[src/rtl/multicycle_control.sv]
// Multi-cycle RV32I control FSM: walks FETCH/DECODE/EXECUTE/MEM/WB and raises
// one-hot strobes per state. Illegal opcodes and memory timeouts park it in TRAP.
module multicycle_control #(
  parameter int RETIRE_W = 32,
  parameter int TIMEOUT  = 15
) (
  input  logic                clk,
  input  logic                rst,
  input  logic [6:0]          opcode,
  input  logic [2:0]          funct3,
  input  logic                branch_taken,
  input  logic                imem_ready,
  input  logic                dmem_ready,
  output logic                imem_req,
  output logic                ir_we,
  output logic                dmem_req,
  output logic                dmem_we,
  output logic [2:0]          imm_sel,
  output logic                alu_src_imm,
  output logic                alu_src_pc,
  output logic                rf_we,
  output logic [1:0]          wb_sel,
  output logic                pc_we,
  output logic                pc_sel,
  output logic                trap,
  output logic [1:0]          trap_cause,
  output logic [RETIRE_W-1:0] retired
);
  localparam logic [6:0] OP_R      = 7'b0110011;
  localparam logic [6:0] OP_IMM    = 7'b0010011;
  localparam logic [6:0] OP_LOAD   = 7'b0000011;
  localparam logic [6:0] OP_STORE  = 7'b0100011;
  localparam logic [6:0] OP_BRANCH = 7'b1100011;
  localparam logic [6:0] OP_LUI    = 7'b0110111;
  localparam logic [6:0] OP_AUIPC  = 7'b0010111;
  localparam logic [6:0] OP_JAL    = 7'b1101111;

  // Trap fires on the non-ready cycle that would push the counter to TIMEOUT.
  localparam logic [7:0] WAIT_LAST = 8'(TIMEOUT - 1);
  localparam logic [RETIRE_W-1:0] RET_ONE = {{(RETIRE_W-1){1'b0}}, 1'b1};

  typedef enum logic [2:0] {
    S_FETCH   = 3'd0,
    S_DECODE  = 3'd1,
    S_EXECUTE = 3'd2,
    S_MEM     = 3'd3,
    S_WB      = 3'd4,
    S_TRAP    = 3'd5
  } state_e;

  state_e              state_q, state_d;
  logic [7:0]          wait_q, wait_d;
  logic [6:0]          opc_q, opc_d;
  logic [1:0]          cause_q, cause_d;
  logic [RETIRE_W-1:0] retired_q, retired_d;

  logic is_r, is_load, is_store, is_branch, is_lui, is_auipc, is_jal;

  function automatic logic legal(input logic [6:0] op, input logic [2:0] f3);
    case (op)
      OP_R, OP_IMM, OP_BRANCH, OP_LUI, OP_AUIPC, OP_JAL: legal = 1'b1;
      OP_LOAD:  legal = (f3 inside {3'b000, 3'b001, 3'b010, 3'b100, 3'b101});
      OP_STORE: legal = (f3 inside {3'b000, 3'b001, 3'b010});
      default:  legal = 1'b0;
    endcase
  endfunction

  function automatic logic [2:0] imm_of(input logic [6:0] op);
    case (op)
      OP_STORE:         imm_of = 3'd1;
      OP_BRANCH:        imm_of = 3'd2;
      OP_LUI, OP_AUIPC: imm_of = 3'd3;
      OP_JAL:           imm_of = 3'd4;
      default:          imm_of = 3'd0;
    endcase
  endfunction

  assign is_r      = (opc_q == OP_R);
  assign is_load   = (opc_q == OP_LOAD);
  assign is_store  = (opc_q == OP_STORE);
  assign is_branch = (opc_q == OP_BRANCH);
  assign is_lui    = (opc_q == OP_LUI);
  assign is_auipc  = (opc_q == OP_AUIPC);
  assign is_jal    = (opc_q == OP_JAL);

  always_comb begin
    state_d     = state_q;
    wait_d      = wait_q;
    opc_d       = opc_q;
    cause_d     = cause_q;
    retired_d   = retired_q;
    imem_req    = 1'b0;
    ir_we       = 1'b0;
    dmem_req    = 1'b0;
    dmem_we     = 1'b0;
    imm_sel     = 3'd0;
    alu_src_imm = 1'b0;
    alu_src_pc  = 1'b0;
    rf_we       = 1'b0;
    wb_sel      = 2'd0;
    pc_we       = 1'b0;
    pc_sel      = 1'b0;
    trap        = 1'b0;
    trap_cause  = cause_q;

    case (state_q)
      S_FETCH: begin
        imem_req = 1'b1;
        if (imem_ready) begin
          ir_we   = 1'b1;
          state_d = S_DECODE;
        end else if (wait_q == WAIT_LAST) begin
          state_d = S_TRAP;
          cause_d = 2'd2;
        end else begin
          wait_d = wait_q + 8'd1;
        end
      end
      S_DECODE: begin
        opc_d = opcode;
        if (legal(opcode, funct3)) begin
          state_d = S_EXECUTE;
        end else begin
          state_d = S_TRAP;
          cause_d = 2'd1;
        end
      end
      S_EXECUTE: begin
        imm_sel     = imm_of(opc_q);
        alu_src_imm = !is_r;
        alu_src_pc  = is_auipc | is_jal | is_branch;
        if (is_branch) begin
          pc_we   = 1'b1;
          pc_sel  = branch_taken;
          state_d = S_FETCH;
        end else if (is_load | is_store) begin
          state_d = S_MEM;
        end else begin
          state_d = S_WB;
        end
      end
      S_MEM: begin
        dmem_req = 1'b1;
        dmem_we  = is_store;
        imm_sel  = imm_of(opc_q);
        if (dmem_ready) begin
          if (is_store) begin
            pc_we   = 1'b1;
            state_d = S_FETCH;
          end else begin
            state_d = S_WB;
          end
        end else if (wait_q == WAIT_LAST) begin
          state_d = S_TRAP;
          cause_d = 2'd3;
        end else begin
          wait_d = wait_q + 8'd1;
        end
      end
      S_WB: begin
        rf_we   = 1'b1;
        pc_we   = 1'b1;
        imm_sel = imm_of(opc_q);
        pc_sel  = is_jal;
        wb_sel  = is_load ? 2'd1 : is_jal ? 2'd2 : is_lui ? 2'd3 : 2'd0;
        state_d = S_FETCH;
      end
      S_TRAP: trap = 1'b1;
      default: state_d = S_TRAP;
    endcase

    if (state_d != state_q) wait_d = 8'd0;
    if (pc_we) retired_d = retired_q + RET_ONE;

    // While reset is held every output reads as its reset value.
    if (rst) begin
      imem_req    = 1'b0;
      ir_we       = 1'b0;
      dmem_req    = 1'b0;
      dmem_we     = 1'b0;
      imm_sel     = 3'd0;
      alu_src_imm = 1'b0;
      alu_src_pc  = 1'b0;
      rf_we       = 1'b0;
      wb_sel      = 2'd0;
      pc_we       = 1'b0;
      pc_sel      = 1'b0;
      trap        = 1'b0;
      trap_cause  = 2'd0;
    end
  end

  always_ff @(posedge clk) begin
    if (rst) begin
      state_q   <= S_FETCH;
      wait_q    <= 8'd0;
      opc_q     <= 7'd0;
      cause_q   <= 2'd0;
      retired_q <= '0;
    end else begin
      state_q   <= state_d;
      wait_q    <= wait_d;
      opc_q     <= opc_d;
      cause_q   <= cause_d;
      retired_q <= retired_d;
    end
  end

  assign retired = retired_q;
endmodule

[config.mk]
export PLATFORM = sky130hd
export DESIGN_NAME = multicycle_control
export DESIGN_NICKNAME = d
export VERILOG_FILES = /design/src/rtl/multicycle_control.sv
export SDC_FILE = /design/constraint.sdc
export NUM_CORES = 1
export LEC_CHECK = 0
export BUFFER_PORTS_ARGS = -buffer_cell sky130_fd_sc_hd__buf_4
export CORE_ASPECT_RATIO = 1.75
export CORE_MARGIN = 2
export CORE_UTILIZATION = 45
export CTS_BUF_LIST = sky130_fd_sc_hd__clkbuf_4 sky130_fd_sc_hd__clkbuf_8 sky130_fd_sc_hd__clkbuf_16
export DETAILED_ROUTE_END_ITERATION = 7
export PLACE_DENSITY = 0.73
export SLEW_MARGIN = 20
export SYNTH_ARGS = -nofsm -noshare
export SYNTH_HDL_FRONTEND = slang
export SYNTH_SLANG_ARGS = --single-unit
[constraint.sdc]
create_clock -name clk -period 2.9 [get_ports clk]
set_input_delay 0.145 -clock clk [delete_from_list [all_inputs] [get_ports clk]]
set_output_delay 0.145 -clock clk [all_outputs]
set_load 0.005 [all_outputs]
==> results.py, run 1 <==
metrics = {
    "setup_path": {
        "worstSetupPathType": "reg -> out",
        "worstPathRequired_ns": 2.76,
        "cp.arrival_ns": 2.33,
        "startpoint_type": "register",
        "end_kind": "output port",
        "crit_fanout": 15,
    },
    "cts": {
        "clk_path_buf_depth": 2,
        "cts_sinks": 52,
        "root_buffer": "clkbuf_16",
        "clk_latency_ns": 0.29,
        "cts_inserted_buffers": 5,
        "cts_tree": "yes",
        "htreeDepth": 2,
        "clk_pin_slew_ns": 0.07,
        "cts_hold_buf": 0,
        "post-cts-setup-buffers": 0,
        "ctsResizeCount": 0,
    },
    "synth": {
        "syn-cell-area_mm2": 0.002958,
        "yosysTopAreaCellShare_pct": 35.19,
        "synth_common_cells": "dfxtp_1, nand2_1, a21oi_1",
        "yosysSeqAreaShare_pct": 35.19,
        "synth_area_per_cell_um2": 7.888,
        "synth_most_common_cell": "dfxtp_1",
        "syn-num-nets": 393,
        "ys_top_cells_by_area": "dfxtp_1, a21oi_1, nand2_1",
        "synth.distinct_cells": 57,
        "ys_ff_latch": 52,
        "yosysTopAreaCell": "dfxtp_1",
        "ys_warn_count": 0,
        "synthArstFlopShare_pct": 0,
        "synthFlopType": "dfxtp_1",
        "synth-edff-count": 0,
        "synth_cells": 375,
    },
    "place": {
        "gp_congestion": 0.8183,
        "io_buffers": 63,
        "hpwl_mm": 5.484,
        "placed_cell_area_mm2": 0.003458,
        "dp.cells": 501,
    },
    "route": {
        "viasPerCell": 5.876,
        "drt-total-wl_mm": 7.395,
        "firstDrtPassIters": 4,
        "drc": 0,
        "antenna_left": 0,
        "vias": 2985,
        "wire_per_inst_um": 14.56,
        "drt_iter0_markers": 272,
    },
    "pwr": {
        "p_leak_nw": 1.307,
        "p_sw_share_pct": 25.26,
        "clkPwrFrac_pct": 38.1,
        "p_comb_share_pct": 10.4,
        "pwr-share-seq_pct": 51.5,
        "p_switching_uw": 375.5,
        "ir_worst_vdd_uv": 326.7,
        "p_per_area_mw_per_mm2": 413.4,
        "internal-power_mw": 1.111,
    },
    "die": {
        "fp.dieH_um": 111.3,
        "die_area_mm2": 0.007263,
        "rows": 39,
        "initial_utilization_pct": 45.92,
        "io_pins": 64,
        "floorplan.die.width_um": 65.29,
        "core_area_mm2": 0.006441,
    },
    "global_route": {
        "grt_max_degree": 56,
        "met1_usage_pct": 22.32,
        "grt-ovfl-total": 0,
        "met3_usage_pct": 2.640,
        "grt.total_usage_pct": 20.34,
        "use_met2_pct": 39.05,
        "antenna_found_initial": 0,
        "grt_pass1_wl_mm": 12.23,
        "first_global_vias": 2806,
        "top_usage_layer": "met2",
    },
    "timing": {
        "fin_crit_sh_pct": 85.44,
        "fin_crit_ns": 2.478,
        "setup_viol": 0,
        "timing.final.hold_violations": 0,
        "fin_skew_ns": 0.006192,
        "slew_headroom_pct": 54.06,
        "worst_slew_pin_slew_ns": 0.6718,
        "timing.hold.ws_ns": 0.1055,
        "slew_viol_final": 0,
        "rsz0062_at_grt": "false",
        "fin_tns_setup_ns": 0,
        "timing.fmax_ghz": 0.4036,
    },
    "flow_run": {
        "maxCapViolCount": 0,
    },
    "cells_and_area": {
        "fin_nets": 444,
        "fin_util_pct": 55.83,
        "fill_cells": 652,
        "fin_cells": 508,
        "drive_above_1_share_pct": 19.25,
        "fin_area_mm2": 0.003596,
        "antenna_cells": 0,
        "syn_to_final_growth_pct": 21.57,
    },
    "status": {
        "status": "finished clean",
    },
    "min_path": {
        "hold_class": "in -> reg",
    },
}
==> metal layers <==
layer  up-vias  wire [um]
li1       1505          -
met1      1390       2894
met2        77       4041
met3        13        312
met4         0        147
met5         -          0
==> sequential cells by signal, indices dropped and copies added, names as in the netlist <==
signal / flops
wait_q: 8
opc_q: 7
retired: 32
state_q: 3
cause_q: 2
==> cell usage in the layout, fill, tap and decap left out, types with 11 or more instances in the layout <==
cell / instances
buf_4: 64
dfxtp_1: 52
nand2_1: 40
a21oi_1: 37
nor2_1: 24
or3_1: 21
o21ai_0: 20
nand3_1: 16
o31ai_1: 13
or4_1: 11
==> logic make-up (layout without fill, tap and decap cells) <==
family          Yosys count  count (layout)  share of synthesized area, %
flops                    52              52                         35.19
buf+inv                  29              80                         3.934
fa+ha+maj                 3               3                         1.269
mux                       2               2                        0.6768
xor+xnor                 10              10                         2.961
simple gates            178             178                         34.39
compound gates          101             101                         21.57
==> worst max-delay path, cell delays in order (launching register included) <==
cell	delay [ns]
dfxtp_1	0.63
inv_2	0.17
or3_1	0.37
a2111oi_0	0.65
buf_4	0.22
==> power groups by stage <==
stage	registers (mW)	clock network (mW)	logic (mW)
final	0.766	0.566	0.154
after global placement	0.781	0	0.152
after global routing	0.770	0.611	0.172
after floorplan	0.763	0	0.116
after detailed placement	0.782	0	0.154
after CTS	0.765	0.580	0.154
==> final timing paths <==
kind,startpoint,end,slack [ns],depth (start not counted)
max reg2reg,state_q[1],retired[30],0.54,5
min,opcode[0],opc_q[0],0.11,3
max,state_q[2],pc_sel,0.42,4
min reg2reg,cause_q[0],cause_q[0],0.47,1
==> stage by stage <==
stage,power [mW],worst slack [ns]
global route,1.553,0.3039
global placement,0.9327,0.6921
floorplan,0.8787,0.9973
finish,1.487,0.4222
CTS,1.499,0.4645
detailed placement,0.9357,0.5900
==> final cells by class <==
cell class | instances | area (um^2) | share of cell area, %
Clock inverter | 2 | 12.51 | 0.3479
Inverter | 9 | 33.78 | 0.9395
Multi-Input combinational cell | 294 | 1800 | 50.07
Tap cell | 82 | 102.6 | 2.853
Clock buffer | 5 | 125.1 | 3.479
Timing Repair Buffer | 64 | 480.5 | 13.36
Sequential cell | 52 | 1041 | 28.95
(Power assumes the default switching activity.)
==> run 2, diff against run 1 <==
BUFFER_PORTS_ARGS = unset   (was -buffer_cell sky130_fd_sc_hd__buf_4)
CORE_UTILIZATION = 60   (was 45)
DONT_BUFFER_PORTS = 1   (was unset)
PLACE_DENSITY = 0.81   (was 0.73)
==> results.py, run 2 (synthesis gave the netlist of run 1 again) <==
metrics = {
    "status": {
        "status": "finished clean",
    },
    "setup_path": {
        "cp_slowest_stage_delay_ns": 0.64,
        "cp.arrival_ns": 2.62,
        "end_kind": "register",
        "crit_fanout": 17,
        "startpoint_type": "register",
        "worstSetupPathType": "reg -> reg",
        "critical-path-top-delay-family": "simple AND/OR/NAND/NOR gates",
        "crit_chain": "nor4b_2 > nand4_1 > a311o_1 > or3_1 > a21oi_1",
        "worst-path-buf-inv": 0,
        "worstPathRequired_ns": 3.15,
        "critPathSlowestCell": "dfxtp_1",
    },
    "cells_and_area": {
        "mostFrequentLayoutCells": "dfxtp_1, nand2_1, a21oi_1, nor2_1, or3_1",
        "drive_above_1_share_pct": 5.645,
        "mostFrequentLayoutCell": "dfxtp_1",
        "largest_reg_flops": 32,
        "syn_to_final_growth_pct": 6.599,
        "fin_cells": 424,
        "fin_nets": 389,
        "antenna_cells": 0,
        "fin_util_pct": 66.99,
        "fin_area_mm2": 0.003153,
    },
    "route": {
        "vias": 2808,
        "wire_per_inst_um": 16.36,
        "viasPerCell": 6.623,
        "drt_iter0_markers": 176,
        "antenna_left": 0,
        "firstDrtPassIters": 4,
        "drt-total-wl_mm": 6.938,
        "drc": 0,
    },
    "cts": {
        "htreeDepth": 2,
        "cts_tree": "yes",
        "cts_inserted_buffers": 5,
        "ctsResizeCount": 0,
        "clk_latency_ns": 0.32,
        "root_buffer": "clkbuf_8",
        "cts_sinks": 52,
        "clk_path_buf_depth": 2,
        "clk_pin_slew_ns": 0.10,
    },
    "place": {
        "gp_congestion": 0.8644,
        "placed_cell_area_mm2": 0.002948,
        "hpwl_mm": 4.951,
        "dp.cells": 408,
        "place_ws_ns": 0.6041,
        "io_buffers": 0,
    },
    "pwr": {
        "p_total_mw": 1.414,
        "ir_worst_vdd_uv": 373.5,
        "p_leak_nw": 1.001,
        "p_per_area_mw_per_mm2": 448.6,
    },
    "timing": {
        "fin_tns_setup_ns": 0,
        "rsz0062_at_grt": "false",
        "fin_skew_ns": 0.01147,
        "worst_slew_pin_slew_ns": 0.7031,
        "slew_headroom_pct": 51.91,
        "setup_viol": 0,
        "fin_crit_ns": 2.373,
        "timing.hold.ws_ns": 0.05008,
        "fin_crit_sh_pct": 81.82,
        "timing.final.hold_violations": 0,
        "timing.fmax_ghz": 0.4214,
        "slew_viol_final": 0,
        "setup_ws_ns": 0.5272,
    },
    "global_route": {
        "grt_pass1_wl_mm": 11.99,
        "grt_max_degree": 45,
        "grt-ovfl-total": 0,
        "first_global_vias": 2660,
        "grt.total_usage_pct": 26.25,
        "antenna_found_initial": 0,
    },
    "die": {
        "fp.dieH_um": 96.88,
        "io_pins": 64,
        "floorplan.die.width_um": 57.08,
        "rows": 33,
        "initial_utilization_pct": 62.84,
        "die_area_mm2": 0.005529,
        "core_area_mm2": 0.004707,
    },
    "min_path": {
        "hold_class": "in -> reg",
    },
    "flow_run": {
        "maxCapViolCount": 0,
    },
}
## run 2: layout make-up
cell class | instances | area, um^2
Clock buffer | 5 | 68.82
Clock inverter | 3 | 46.29
Fill cell | 426 | 1554
Inverter | 9 | 33.78
Multi-Input combinational cell | 294 | 1800
Sequential cell | 52 | 1041
Tap cell | 52 | 65.06
Timing Repair Buffer | 9 | 97.59
## run 2: final timing paths
kind / start / to / slack [ns] / depth (start not counted)
worst max register to register: state_q[1] / retired[25] / 0.53 / 5
worst min-delay path: rst / cause_q[1] / 0.05 / 3
worst min register to register: cause_q[0] / cause_q[0] / 0.49 / 1
worst max-delay path: state_q[1] / retired[25] / 0.53 / 5
## run 2: per-layer routing
layer	wire length (um)	share of wire, %	global-route usage (%)	vias to the layer above
li1	-	-	-	1403
met1	2598	37	28.74	1297
met2	3777	54	47.39	92
met3	421	6.1	6.016	16
met4	140	2.0	9.839	0
met5	0	0	0	-
## run 2: worst register-to-register path, cell delays in order, from the launching register on
cell and delay [ns]:
dfxtp_1 0.64, nor4b_2 0.37, nand4_1 0.17, a311o_1 0.56, or3_1 0.42, a21oi_1 0.16
## run 2: repair_timing
action                    4_1_cts  5_1_grt
setup buffers                   0        0
hold buffers                    8        0
hold endpoints to repair       44        0
## run 2: where the power goes
part,total [mW],switching (mW),internal [mW]
Combinational,0.132,0.0788,0.0532
Sequential,0.766,0.0342,0.732
Clock,0.516,0.256,0.260
Total,1.41,0.369,1.05
